==> src/rtl/multicycle_control_unit.sv <==
// Multicycle control FSM: sequences FETCH/DECODE/EXECUTE/MEM/WB with a memory ready
// handshake, memory wait timeout, halt at instruction boundaries and an illegal-opcode trap.
module multicycle_control_unit #(
    parameter int OPCODE_W    = 6,
    parameter int ALU_OP_W    = 3,
    parameter int MEM_TIMEOUT = 16,
    parameter logic [OPCODE_W-1:0] OP_RTYPE = 'h00,
    parameter logic [OPCODE_W-1:0] OP_ADDI  = 'h01,
    parameter logic [OPCODE_W-1:0] OP_IMM   = 'h02,
    parameter logic [OPCODE_W-1:0] OP_LW    = 'h04,
    parameter logic [OPCODE_W-1:0] OP_SW    = 'h05,
    parameter logic [OPCODE_W-1:0] OP_BEQ   = 'h06
) (
    input  logic                clk,
    input  logic                rst_n,
    input  logic [OPCODE_W-1:0] opcode,
    input  logic                mem_ready,
    input  logic                halt,
    output logic                pc_write,
    output logic                branch,
    output logic                ir_write,
    output logic                i_or_d,
    output logic                mem_read,
    output logic                mem_write,
    output logic                reg_dst,
    output logic                reg_write,
    output logic                mem_to_reg,
    output logic                alu_src_a,
    output logic [1:0]          alu_src_b,
    output logic [ALU_OP_W-1:0] alu_op,
    output logic                instr_done,
    output logic                trap,
    output logic [1:0]          trap_cause,
    output logic [3:0]          state
);

    typedef enum logic [3:0] {
        S_FETCH  = 4'd0,
        S_DECODE = 4'd1,
        S_EXEC_R = 4'd2,
        S_EXEC_I = 4'd3,
        S_ADDR   = 4'd4,
        S_MEM_RD = 4'd5,
        S_MEM_WR = 4'd6,
        S_WB_R   = 4'd7,
        S_WB_I   = 4'd8,
        S_WB_MEM = 4'd9,
        S_BRANCH = 4'd10,
        S_TRAP   = 4'd15
    } state_t;

    localparam int CNT_W = (MEM_TIMEOUT > 1) ? $clog2(MEM_TIMEOUT) : 1;
    localparam logic [CNT_W-1:0] CNT_LAST = CNT_W'(MEM_TIMEOUT - 1);

    localparam logic [ALU_OP_W-1:0] ALU_FUNCT = ALU_OP_W'(0);
    localparam logic [ALU_OP_W-1:0] ALU_SUB   = ALU_OP_W'(1);
    localparam logic [ALU_OP_W-1:0] ALU_ADDI  = ALU_OP_W'(2);
    localparam logic [ALU_OP_W-1:0] ALU_ADD   = ALU_OP_W'(3);

    localparam logic [1:0] CAUSE_ILLEGAL = 2'b01;
    localparam logic [1:0] CAUSE_TIMEOUT = 2'b10;

    state_t              state_q;
    logic [CNT_W-1:0]    wait_cnt_q;
    logic [1:0]          trap_cause_q;
    logic [OPCODE_W-1:0] op_q;
    logic                timeout_hit;

    // The last permitted wait cycle; mem_ready on that same cycle still completes normally.
    assign timeout_hit = (MEM_TIMEOUT != 0) && (wait_cnt_q == CNT_LAST) && !mem_ready;

    always_ff @(posedge clk) begin
        if (!rst_n) begin
            state_q      <= S_FETCH;
            wait_cnt_q   <= '0;
            trap_cause_q <= 2'b00;
            op_q         <= '0;
        end else begin
            wait_cnt_q <= '0;
            case (state_q)
                S_FETCH: begin
                    if (!halt) begin
                        if (mem_ready) begin
                            state_q <= S_DECODE;
                        end else if (timeout_hit) begin
                            state_q      <= S_TRAP;
                            trap_cause_q <= CAUSE_TIMEOUT;
                        end else begin
                            wait_cnt_q <= wait_cnt_q + CNT_W'(1);
                        end
                    end
                end
                S_DECODE: begin
                    op_q <= opcode;
                    if (opcode == OP_RTYPE) begin
                        state_q <= S_EXEC_R;
                    end else if (opcode == OP_ADDI || opcode == OP_IMM) begin
                        state_q <= S_EXEC_I;
                    end else if (opcode == OP_LW || opcode == OP_SW) begin
                        state_q <= S_ADDR;
                    end else if (opcode == OP_BEQ) begin
                        state_q <= S_BRANCH;
                    end else begin
                        state_q      <= S_TRAP;
                        trap_cause_q <= CAUSE_ILLEGAL;
                    end
                end
                S_EXEC_R: state_q <= S_WB_R;
                S_EXEC_I: state_q <= S_WB_I;
                S_ADDR:   state_q <= (op_q == OP_LW) ? S_MEM_RD : S_MEM_WR;
                S_MEM_RD, S_MEM_WR: begin
                    if (mem_ready) begin
                        state_q <= (state_q == S_MEM_RD) ? S_WB_MEM : S_FETCH;
                    end else if (timeout_hit) begin
                        state_q      <= S_TRAP;
                        trap_cause_q <= CAUSE_TIMEOUT;
                    end else begin
                        wait_cnt_q <= wait_cnt_q + CNT_W'(1);
                    end
                end
                S_WB_R, S_WB_I, S_WB_MEM, S_BRANCH: state_q <= S_FETCH;
                S_TRAP:   state_q <= S_TRAP;
                default:  state_q <= S_FETCH;
            endcase
        end
    end

    // Moore decode of state, forced to zero while reset is held so nothing is written mid-abort.
    always_comb begin
        pc_write   = 1'b0;
        branch     = 1'b0;
        ir_write   = 1'b0;
        i_or_d     = 1'b0;
        mem_read   = 1'b0;
        mem_write  = 1'b0;
        reg_dst    = 1'b0;
        reg_write  = 1'b0;
        mem_to_reg = 1'b0;
        alu_src_a  = 1'b0;
        alu_src_b  = 2'b00;
        alu_op     = ALU_FUNCT;
        instr_done = 1'b0;
        trap       = 1'b0;
        trap_cause = 2'b00;
        state      = 4'd0;
        if (rst_n) begin
            state = state_q;
            case (state_q)
                S_FETCH: begin
                    if (!halt) begin
                        mem_read  = 1'b1;
                        alu_src_b = 2'b01;
                        alu_op    = ALU_ADD;
                        pc_write  = mem_ready;
                        ir_write  = mem_ready;
                    end
                end
                S_DECODE: begin
                    alu_src_b = 2'b11;
                    alu_op    = ALU_ADD;
                end
                S_EXEC_R: begin
                    alu_src_a = 1'b1;
                end
                S_EXEC_I: begin
                    alu_src_a = 1'b1;
                    alu_src_b = 2'b10;
                    alu_op    = (op_q == OP_ADDI) ? ALU_ADDI : ALU_ADD;
                end
                S_ADDR: begin
                    alu_src_a = 1'b1;
                    alu_src_b = 2'b10;
                    alu_op    = ALU_ADD;
                end
                S_MEM_RD: begin
                    mem_read = 1'b1;
                    i_or_d   = 1'b1;
                end
                S_MEM_WR: begin
                    mem_write  = 1'b1;
                    i_or_d     = 1'b1;
                    instr_done = mem_ready;
                end
                S_WB_R: begin
                    reg_dst    = 1'b1;
                    reg_write  = 1'b1;
                    instr_done = 1'b1;
                end
                S_WB_I: begin
                    reg_write  = 1'b1;
                    instr_done = 1'b1;
                    alu_op     = (op_q == OP_ADDI) ? ALU_ADDI : ALU_ADD;
                end
                S_WB_MEM: begin
                    mem_to_reg = 1'b1;
                    reg_write  = 1'b1;
                    instr_done = 1'b1;
                end
                S_BRANCH: begin
                    alu_src_a  = 1'b1;
                    alu_op     = ALU_SUB;
                    branch     = 1'b1;
                    instr_done = 1'b1;
                end
                S_TRAP: begin
                    trap       = 1'b1;
                    trap_cause = trap_cause_q;
                end
                default: ;
            endcase
        end
    end

endmodule

==> config.mk <==
export PLATFORM = sky130hd
export DESIGN_NAME = multicycle_control_unit
export DESIGN_NICKNAME = d
export VERILOG_FILES = /design/src/rtl/multicycle_control_unit.sv
export SDC_FILE = /design/constraint.sdc
export NUM_CORES = 1
export LEC_CHECK = 0
export CORE_MARGIN = 2
export CORE_UTILIZATION = 50
export CTS_BUF_LIST = sky130_fd_sc_hd__clkbuf_8
export CTS_CLUSTER_SIZE = 14
export DETAILED_ROUTE_END_ITERATION = 6
export PLACE_DENSITY = 0.82
export SYNTH_ARGS = -nofsm -noshare
export SYNTH_HDL_FRONTEND = slang
export SYNTH_SLANG_ARGS = --single-unit
export TNS_END_PERCENT = 30
==> constraint.sdc <==
create_clock -name clk -period 2.1 [get_ports clk]
set_input_delay 0.315 -clock clk [delete_from_list [all_inputs] [get_ports clk]]
set_output_delay 0.315 -clock clk [all_outputs]
set_load 0.005 [all_outputs]
### Word level (Yosys, flattened, before mapping)

Index checks and enable logic that the tools add are counted.

* add/sub/neg operators: 1
* equality and inequality tests: 24
* muxes and demuxes: 57
* reduce and logical (&&, ||, !) cells: 15

Operators by type and width (count)
* $mux W4: 12
* $pmux W4 S7: 1
* $mux W2: 13
* $eq A6 B3 Y1 const B: 4
* $mux W1: 24
* $eq A4 B4 Y1 const B: 5
* $eq A4 B3 Y1 const B: 4
* $eq A6 B1 Y1 const B: 2
* $pmux W2 S3: 2
* $ne A2 B2 Y1 const B: 5
* $eq A4 B2 Y1 const B: 2
* $pmux W2 S4: 1
* $pmux W4 S2: 1
* $reduce_or A2 Y1: 4
* $reduce_or A4 Y1: 2
* $eq A6 B2 Y1 const B: 1
* $logic_not A6 Y1: 1
* $reduce_and A6 Y1: 1
* $add A4 B1 Y4 const B: 1
* $eq A4 B1 Y1 const B: 1
* $logic_not A4 Y1: 1
* $pmux W1 S2: 2
* $mux W3: 1
* $reduce_bool A3 Y1: 1
* other kinds (4): 5

* register bits: 16
* input port bits: 10
* output and inout port bits: 23
* logic and storage cells: 101

### Logic depth before layout (Yosys ltp)

* depth after elaboration: 6
* mapped depth: 6
* depth with buffers taken out: 5

### Least setup slack after synthesis

OpenSTA, ideal clock, no wires.

* path type: flip-flop to output port
* start: register op_q[1]
* end: output alu_op[0]
* arrival: 1.412 ns
* data required time: 1.785 ns
* setup slack: 0.373 ns
* cell stages (with the launch flop): 5
* buffers on the path: 0
* cell sequence: dfxtp_1 or4_4 nor3b_2 a21oi_1 o311a_1

* longest elaborated chain between the ends: 4

RTL lines
* start, declared: line 66 `logic [OPCODE_W-1:0] op_q;`
* start signal, assigned: line 94 `op_q <= opcode;`
* $eq A6 B1 Y1: line 168, 192
* $mux W1: line 168, 192
* $pmux W2 S4: line 148 `case (state_q)`
* $mux W2: line 146 `if (rst_n) begin`
* end, declared: line 30 `output logic [ALU_OP_W-1:0] alu_op,`

Every way passes these cells.

### Final worst setup path

* start: register state_q[2]
* end: output alu_op[1]

* longest elaborated chain between the ends: 4
* elaborated cells on any way between the ends: 10
* classes of those cells: eq/ne (5); mux (2); reduce/logical (3)

RTL lines
* start, declared: line 63 `state_t state_q;`
* start signal, assigned: line 110 `S_ADDR: state_q <= (op_q == OP_LW) ? S_MEM_RD : S_MEM_WR;`
* start signal, assigned: line 113 `state_q <= (state_q == S_MEM_RD) ? S_WB_MEM : S_FETCH;`
* $eq A4 B4 Y1, or another cell as far along: line 148
* $reduce_or A2 Y1 (no line)
* $pmux W2 S4 (*): line 148
* $mux W2 (*): line 146

Every way passes the cells marked *; elsewhere a longest branch is shown, timed or not.

==> implementation parameters <==
Parameter                              Value

Clock network
  Insertion delay to the later sink of the worst-skew pair ... 0.25 ns
  CTS Root Buffer Type ... clkbuf_8
  Total CTS buffers ... 3
  Maximum level of the CTS H-tree ... 1
  CTS sink count ... 16
  Clock Path Buffers ... 2
  Hold Buf Count CTS ... 0
  Setup fix buffers added after clock tree synthesis ... 0
  Clock slew at the register clock pins of the worst setup and hold paths ... 0.07 ns
  TritonCTS clock tree ... done

Power
  Ratio of total power to cell area ... 1070 mW/mm2
  VDD IR-drop max ... 0.776 mV
  Cell leakage power ... 0.718 nW

Setup path
  Worst R2R Path Depth ... 5
  Maximum fanout along the worst path ... 5
  Endpoint required time on the critical path ... 1.78 ns
  Crit path DAT ... 1.85 ns
  Sort of element at the end of the critical path ... output pin
  Startpoint-to-endpoint class of the critical path ... register to output pin
  Startpoint type of the worst setup path ... register

Global route
  First-pass GRT wire length ... 6170 um
  Tot GR Track Use ... 0.293
  Maximum number of pins on one net before global-route repair ... 20
  Total congestion overflow after global routing ... 0
  Number of antenna violations at the first check in global routing ... 0
  Vias in the first global route ... 1326

Synthesis
  EDFF count, synth ... 0
  Main combinational cell family by area after synthesis ... compound AO/OA/AOI/OAI gates
  Most used standard cell by instance count after synthesis ... nand2_1
  Dominant cell type by area after synthesis ... dfxtp_1
  Netlist Area Pre-Place ... 0.00123 mm2
  Number of instances in the synthesized netlist ... 170
  Proportion of synthesized chip area in sequential cells ... 0.260
  Most used DFF post-synth ... dfxtp_1
  Fraction of the mapped netlist area in compound gates ... 0.311
  Share of synthesized cell area in and, or, nand and nor gates ... 0.308
  Area share of the largest cell type after synthesis ... 0.260
  Net count after synthesis ... 181
  Count of warnings emitted by yosys ... 0
  Number of distinct standard cells referenced by the synthesized netlist ... 48
  Most numerous cell types in the synthesized netlist ... 20 x nand2_1, 16 x a21oi_1, 16 x dfxtp_1
  Synth Area in XOR/XNOR ... 0.0213
  Mux cell area share after synthesis ... 0
  Number of synthesized register bits ... 16
  Mean Syn Cell Area ... 7.26 um2
  Top post-synthesis cells by area ... dfxtp_1 26%, a21oi_1 6.5%, nand2_1 6.1%, a21boi_0 4.3%, nor3_1 3.7%
  Proportion of synthesized flip-flops having asynchronous set or reset ... 0
  Arithmetic-cell share of the synthesized area counting full adders, half adders and majority gates ... 0.0183

Worst hold path
  Path category of the worst min-delay check ... register to register
  Min-Delay Path Depth ... 1

Placement
  Routability Congestion ... 0.872
  Worst slack at placement ... -0.203 ns
  Number of port buffers ... 31
  HPWL after detailed placement ... 2680 um

Timing
  Maximum achievable frequency ... 462 MHz
  Count of final hold-check violations ... 0
  Worst Skew ... 0.00322 ns
  Setup repair after global routing missed its margin ... yes
  Time the worst path needs with I/O delays and setup ... 2.16 ns
  Post-route setup slack ... -0.0638 ns
  Max-slew violation count ... 0
  Final count of negative-setup-slack endpoints ... 2
  Worst hold margin ... 0.449 ns
  Period utilisation layout ... 1.03

Floorplanning
  Die boundary width ... 53.7 um
  Overall die area ... 0.00288 mm2
  Site Rows ... 17
  Vertical die dimension ... 53.7 um
  Effective utilization at floorplan ... 0.542
  Core Footprint ... 0.00228 mm2
  Number of placed I/O pins ... 33

Cells and area
  Layout Area Growth over Synthesis ... 45.3%
  Fraction of final layout cells sized beyond drive strength 1 ... 0.205
  Count of antenna diodes in the layout ... 0
  Number of nets in the layout ... 227
  Final core utilization ... 0.788

Detailed routing
  Antenna Nets Post-Route ... 0
  Total Wirelength ... 3730 um
  DRT Pass-1 Iters ... 4
  Total via count after detailed routing ... 1463
  Routed wire per std cell ... 15.4 um
  Detailed router's first-iteration violation count ... 60
  DRC violations left ... 0
  Vias/cell ... 6.02

Status
  Violations in the final reports ... setup timing
  Result of the run ... finished, violations left

Job
  Count of maximum capacitance violations ... 0
## critical path: stages, from the launching register on
cell             delay (ns)
dfxtp_2                0.38
clkinv_1               0.13
a2111oi_4              0.31
buf_4                  0.17
o21a_1                 0.11
clkdlybuf4s50_1        0.49
## power breakdown
part / internal (W) / switching [W]
Clock: 0.000167 / 0.000111
Combinational: 0.000580 / 0.000568
Sequential: 0.000386 / 0.000102
## repair_timing
action,4_1_cts,5_1_grt
gates resized for setup,20,7
gates cloned,0,0
pin swaps,3,3
endpoints found under the setup margin,12,8
## path summary, 6_finish.rpt
check / startpoint / endpoint / slack, ns
max: state_q[2] / alu_op[1] / -0.06
min: wait_cnt_q[0] / wait_cnt_q[0] / 0.45
max reg2reg: state_q[2] / trap_cause_q[0] / 0.40
min reg2reg: wait_cnt_q[0] / wait_cnt_q[0] / 0.45
## sequential cells by signal (all words and copies together), names as in the netlist
register and flops:
op_q 6, wait_cnt_q 4, trap_cause_q 2, state_q 4
## cells by family after synthesis
logic type,after synthesis
and+or+nand+nor,70
AOI/OAI and AO/OA,57
buffers and inverters,21
DFF,16
xor gates and xnor gates,3
adders and majority gates,2
other,1
## through the flow
stage / instances / TNS, ns / power (W) / area [um2]
3_5_place_dp: 239 / -0.770 / 0.00156 / 1690
2_1_floorplan: 170 / 0 / 0.00107 / 1230
6_report: 243 / -0.127 / 0.00191 / 1790
3_3_place_gp: 239 / -0.617 / 0.00154 / 1690
5_1_grt: 243 / -0.308 / 0.00205 / 1790
4_1_cts: 243 / -0.206 / 0.00186 / 1760
## metal layers
layer  track usage  vias to the layer above  wire length [um]
met2         0.510                       79              1840
met3        0.0389                       12               289
met1         0.364                      665              1520
met4         0.107                        0                79
li1              -                      707                 -
met5             0                        -                 0
## layout make-up
class                      count  area, um2
tap                           28       35.0
clock buffer                   4       55.1
sequential                    16        333
multi-input combinational    133        856
inverter                       7       26.3
fill                         173        483
timing repair buffer          55        488
## layout by cell type (no fill, tap or decap), types with 2 or more instances in the layout
cell type / Yosys / final
dfxtp_4: 0 / 3
clkbuf_8: 0 / 4
a21oi_1: 16 / 16
and2_1: 7 / 6
nor2b_1: 4 / 4
a21boi_0: 7 / 7
o211ai_1: 4 / 4
dlygate4sd2_1: 0 / 5
dfxtp_1: 16 / 12
o21ai_0: 8 / 8
buf_4: 2 / 23
nand2_1: 20 / 20
a31oi_1: 4 / 4
clkdlybuf4s50_1: 0 / 23
nand2b_1: 3 / 3
nor3_1: 9 / 8
inv_1: 6 / 6
and3_1: 4 / 4
nor2_1: 10 / 9
a211oi_1: 3 / 3
dlymetal6s2s_1: 0 / 2
o21a_1: 2 / 2
nand3_1: 2 / 2
xnor2_1: 2 / 2
a2111oi_0: 5 / 3
No activity file was read; power rests on OpenSTA's default activity.
